$ cat config.mk
export PLATFORM = sky130hd
export DESIGN_NAME = decode_stage
export DESIGN_NICKNAME = d
export VERILOG_FILES = /design/src/rtl/decode_stage.sv
export SDC_FILE = /design/constraint.sdc
export NUM_CORES = 1
export LEC_CHECK = 0
export ABC_AREA = 1
export CORE_MARGIN = 10
export CORE_UTILIZATION = 25
export DETAILED_ROUTE_END_ITERATION = 10
export DONT_BUFFER_PORTS = 1
export MAX_ROUTING_LAYER = met4
export SETUP_SLACK_MARGIN = 0.5
export SLEW_MARGIN = 15
export SYNTH_ARGS = -nofsm -noshare
export SYNTH_HDL_FRONTEND = slang
export SYNTH_SLANG_ARGS = --single-unit
$ cat constraint.sdc
create_clock -name clk -period 4 [get_ports clk]
set_input_delay 0.4 -clock clk [delete_from_list [all_inputs] [get_ports clk]]
set_output_delay 0.4 -clock clk [all_outputs]
set_load 0.01 [all_outputs]
$ cat src/rtl/decode_stage.sv
// decode_stage -- registered pico MIPS decode stage with MULT hold-off and branch squash (rev 1.0)
`default_nettype none

module decode_stage #(
  parameter int OPCODE_W     = 6,
  parameter int ALU_FUNC_W   = 3,
  parameter int MULT_CYCLES  = 3,
  parameter int BRANCH_FLUSH = 1
) (
  input  logic                  clk,
  input  logic                  n_reset,
  input  logic                  in_valid,
  output logic                  in_ready,
  input  logic [OPCODE_W-1:0]   opcode,
  input  logic                  ZF,
  input  logic                  stall,
  output logic                  out_valid,
  output logic [ALU_FUNC_W-1:0] alu_func,
  output logic                  reg_write,
  output logic                  immediate,
  output logic                  read_in,
  output logic                  write_out,
  output logic                  pc_rel_branch,
  output logic                  mult_busy,
  output logic                  flush,
  output logic                  illegal
);

  localparam logic [OPCODE_W-1:0] OP_ADD  = OPCODE_W'(1);
  localparam logic [OPCODE_W-1:0] OP_SUB  = OPCODE_W'(2);
  localparam logic [OPCODE_W-1:0] OP_ADDI = OPCODE_W'(3);
  localparam logic [OPCODE_W-1:0] OP_SUBI = OPCODE_W'(4);
  localparam logic [OPCODE_W-1:0] OP_BEQ  = OPCODE_W'(5);
  localparam logic [OPCODE_W-1:0] OP_BNQ  = OPCODE_W'(6);
  localparam logic [OPCODE_W-1:0] OP_JMP  = OPCODE_W'(7);
  localparam logic [OPCODE_W-1:0] OP_MULT = OPCODE_W'(8);
  localparam logic [OPCODE_W-1:0] OP_STIN = OPCODE_W'(9);
  localparam logic [OPCODE_W-1:0] OP_LOUT = OPCODE_W'(10);

  localparam logic [ALU_FUNC_W-1:0] RADD = ALU_FUNC_W'(1);
  localparam logic [ALU_FUNC_W-1:0] RSUB = ALU_FUNC_W'(2);

  localparam logic [3:0] MULT_INIT  = 4'(MULT_CYCLES - 1);
  localparam logic [3:0] FLUSH_INIT = 4'(BRANCH_FLUSH);

  typedef enum logic [1:0] {
    RUN       = 2'd0,
    MULT_WAIT = 2'd1,
    FLUSH     = 2'd2
  } state_t;

  state_t     state;
  logic [3:0] count;
  logic       accept;

  logic [ALU_FUNC_W-1:0] dec_alu;
  logic dec_rw, dec_imm, dec_ri, dec_wo, dec_br, dec_ill, dec_mult;

  assign in_ready = n_reset && !stall && (state != MULT_WAIT);
  assign accept   = in_valid && in_ready;

  always_comb begin
    dec_alu  = '0;
    dec_rw   = 1'b0;
    dec_imm  = 1'b0;
    dec_ri   = 1'b0;
    dec_wo   = 1'b0;
    dec_br   = 1'b0;
    dec_ill  = 1'b0;
    dec_mult = 1'b0;
    case (opcode)
      OP_ADD:  begin dec_alu = RADD; dec_rw = 1'b1; end
      OP_SUB:  begin dec_alu = RSUB; dec_rw = 1'b1; end
      OP_ADDI: begin dec_alu = RADD; dec_imm = 1'b1; dec_rw = 1'b1; end
      OP_SUBI: begin dec_alu = RSUB; dec_imm = 1'b1; dec_rw = 1'b1; end
      OP_BEQ:  dec_br = ZF;
      OP_BNQ:  dec_br = !ZF;
      OP_JMP:  dec_br = 1'b1;
      OP_MULT: begin dec_rw = 1'b1; dec_mult = 1'b1; end
      OP_STIN: begin dec_ri = 1'b1; dec_rw = 1'b1; end
      OP_LOUT: dec_wo = 1'b1;
      default: dec_ill = 1'b1;
    endcase
  end

  // Every unstalled edge rewrites all outputs, so controls never linger across bubbles.
  always_ff @(posedge clk or negedge n_reset) begin
    if (!n_reset) begin
      state         <= RUN;
      count         <= '0;
      out_valid     <= 1'b0;
      alu_func      <= '0;
      reg_write     <= 1'b0;
      immediate     <= 1'b0;
      read_in       <= 1'b0;
      write_out     <= 1'b0;
      pc_rel_branch <= 1'b0;
      mult_busy     <= 1'b0;
      flush         <= 1'b0;
      illegal       <= 1'b0;
    end else if (!stall) begin
      out_valid     <= 1'b0;
      alu_func      <= '0;
      reg_write     <= 1'b0;
      immediate     <= 1'b0;
      read_in       <= 1'b0;
      write_out     <= 1'b0;
      pc_rel_branch <= 1'b0;
      mult_busy     <= 1'b0;
      flush         <= 1'b0;
      illegal       <= 1'b0;
      case (state)
        RUN: begin
          if (accept) begin
            if (dec_mult && (MULT_CYCLES > 1)) begin
              mult_busy <= 1'b1;
              count     <= MULT_INIT;
              state     <= MULT_WAIT;
            end else begin
              out_valid     <= 1'b1;
              alu_func      <= dec_alu;
              reg_write     <= dec_rw;
              immediate     <= dec_imm;
              read_in       <= dec_ri;
              write_out     <= dec_wo;
              pc_rel_branch <= dec_br;
              illegal       <= dec_ill;
              if (dec_br && (BRANCH_FLUSH != 0)) begin
                count <= FLUSH_INIT;
                state <= FLUSH;
              end
            end
          end
        end
        MULT_WAIT: begin
          if (count == 4'd1) begin
            out_valid <= 1'b1;
            reg_write <= 1'b1;
            count     <= '0;
            state     <= RUN;
          end else begin
            mult_busy <= 1'b1;
            count     <= count - 4'd1;
          end
        end
        FLUSH: begin
          if (accept) begin
            flush <= 1'b1;
            count <= count - 4'd1;
            if (count == 4'd1) state <= RUN;
          end
        end
        default: begin
          state <= RUN;
          count <= '0;
        end
      endcase
    end
  end

endmodule

`default_nettype wire

==> flow_summary_export.csv <==
group,metric,value,unit
status,status,"completed",
critical_path,reg2reg_slack,2.35,ns
logic_synthesis,synth_commonest_cells,"nand2_1, inv_1, dfrtp_1, nand3_1, nor2_1",
clock_network,root_buffer,"clkbuf_8",
logic_synthesis,synth_edf_count,0,
global_routing,grt_pass1_wl,4.28,mm
clock_network,cts_tree,"built",
sta,tns,0,ns
placement,gp_congestion,0.803,
sta,whs,0.256,ns
placement,hpwl,2.00,mm
placement,io_buffers,0,
final_layout,drive_gt1_frac,0.0859,
detailed_routing,vias,954,
detailed_routing,drt_wl_total,2.51,mm
hold_path,worstHoldStart,"stall",
logic_synthesis,yosysSeqAreaShare,0.376,
critical_path,path_max_fanout,4,
logic_synthesis,synthArstFlopShare,1.00,
clock_network,cts_buffer_depth,2,
sta,final.period_utilization,0.432,
global_routing,gr-usage-all-layers,0.0728,
run,maxCapViolCount,0,
detailed_routing,antenna_left,0,
floorplan,io_pins,24,
critical_path,reg2reg_to,"reg_write",
logic_synthesis,yosysTopAreaCellShare,0.376,
final_layout,nets,181,
logic_synthesis,synthesis.nets,177,
detailed_routing,via_per_inst,4.44,
final_layout,diodes,0,
global_routing,grt_pass1_vias,910,
sta,setup_violations,0,
sta,final_hold_viol_count,0,
floorplan,die_h,87.3,um
global_routing,antenna_found_initial,0,
sta,final_max_slew_viol_count,0,
clock_network,worstSkewPairLatency,0.25,ns
sta,period_minus_slack,1.73,ns
critical_path,reg2reg_depth,9,
logic_synthesis,ys_top_cells_by_area,"dfrtp_1, nand2_1, inv_1",
logic_synthesis,syn_area,1130,um2
clock_network,cts.reportedPaths.clkPinSlew,0.07,ns
critical_path,arrival,1.33,ns
power,p_leak,0.658,nW
floorplan,start_util,0.260,
detailed_routing,wl_per_cell,11.7,um
detailed_routing,drt_iter0_drc,75,
clock_network,post_cts_buffers,0,
logic_synthesis,ys.warnings.count,0,
sta,rsz0062_at_grt,"false",
critical_path,start_kind,"register",
floorplan,core_area,4350,um2
sta,skew,0.00438,ns
critical_path,path_class,"register to primary output",
sta,clock.fmax,579,MHz
hold_path,hold_end,"mult_busy",
floorplan,die_area,7620,um2
logic_synthesis,yosysTopAreaCell,"dfrtp_1",
detailed_routing,drc_errors,0,
critical_path,reg2reg_from,"state[1]",
power,irDropWorstVdd,94.6,uV
final_layout,area_delta_synth_final,9.62,%
critical_path,end_kind,"primary output",
clock_network,numCtsBuffers,3,
detailed_routing,drt-pass1-iter-count,4,
logic_synthesis,synthCells,160,
global_routing,grt_overflow_total,0,
logic_synthesis,ys_seq_elements,17,
sta,tightest_slew,0.751,ns
logic_synthesis,ys_types,21,
sta,relSlewSlack,0.497,
logic_synthesis,synth_flop_cell,"dfrtp_1",
floorplan,fp-row-count,24,
floorplan,dieWidth,87.3,um
clock_network,clkSinkCount,17,
logic_synthesis,avgSynthCellArea,7.07,um2
logic_synthesis,yosysMostFrequentCell,"nand2_1",
global_routing,grt_max_degree,18,
critical_path,worstPathRequired,3.60,ns
power,p_per_area,343,nW/um2
hold_path,hold_class,"input pin to register",
clock_network,h-tree-depth,1,
hold_path,hold_depth,2,
-- metrics by stage --
step                      area, um2  worst slack, ns  std cells  power, mW   util
after floorplan                1130             2.54        160      0.279      -
after global placement         1180             2.40        210      0.294  0.272
after detailed placement       1180             2.38        210      0.295  0.272
after CTS                      1240             2.28        215      0.430  0.285
after global routing           1240             2.17        215      0.454  0.285
final                          1240             2.27        215      0.425  0.285
-- layout by cell type (no fill, tap or decap) --
master and instances:
nand4_1 5, conb_1 1, nor2_4 4, a21oi_1 1, nand3b_1 1, dlygate4sd3_1 1, nor2_1 13, clkbuf_8 3
o21ai_1 1, clkbuf_1 1, nor2_2 3, nor3b_1 1, o21ai_0 7, inv_1 21, nand2_2 2, ha_1 6
nand2_1 56, dfrtp_1 17, nand3_1 15, nand2b_1 1, xnor2_1 1, nand3_2 2
-- power breakdown --
group	switching [mW]	leakage, nW	internal, mW
Combinational	0.0616	0.405	0.0344
Clock	0.0586	0.0228	0.0708
Sequential	0.0132	0.231	0.186
Total	0.133	0.658	0.291
-- worst max-delay path, cell delays in order, from the launching register on --
cell and delay (ns):
dfrtp_1 0.40, inv_1 0.08, ha_1 0.22, nor2_1 0.17
nand2_1 0.07, inv_1 0.13
-- cell families (layout without fill, tap and decap cells) --
family / count (synthesis) / count (layout) / share of synthesized area
AO/OA/AOI/OAI: 9 / 9 / 0.0398
XOR/XNOR: 1 / 1 / 0.00774
adder cells (fa/ha/maj): 6 / 6 / 0.0664
buffers and inverters: 23 / 26 / 0.0796
flip-flops: 17 / 17 / 0.376
other: 1 / 1 / 0.00332
AND/OR/NAND/NOR: 103 / 103 / 0.427
-- timing repair --
item,in CTS,in global routing
gates resized for setup,0,0
endpoints found under the hold margin,17,0
hold buffers,1,0
-- state kept, by name, indices dropped and copies added (netlist names) --
name	flops
reg_write	1
write_out	1
out_valid	1
flush	1
immediate	1
illegal	1
read_in	1
pc_rel_branch	1
count	4
state	2
mult_busy	1
alu_func	2
-- area by class of cell --
cell class	instances	area, um2
Fill cell	456	3110
Multi-Input combinational cell	120	616
Sequential cell	17	425
Inverter	21	78.8
Tap cell	52	65.1
Clock buffer	4	45.0
Timing Repair Buffer	1	10.0
-- per-layer routing --
layer,vias up,GRT usage,share of wire
met1,423,0.0844,0.45
met4,0,0.0348,0.020
met2,19,0.106,0.44
met3,6,0.0309,0.088
met5,-,-,0
li1,506,-,-
-- how the worst max path moves through the flow --
stage,startpoint,cells after the start,slack [ns],end
floorplan,state[1],10,2.54,state[0]
global route,state[1],10,2.17,state[0]
CTS,state[1],5,2.28,in_ready
global placement,state[1],8,2.40,out_valid
finish,state[1],5,2.27,in_ready
detailed placement,state[1],8,2.38,out_valid
Power figures use the tool's default switching activity.
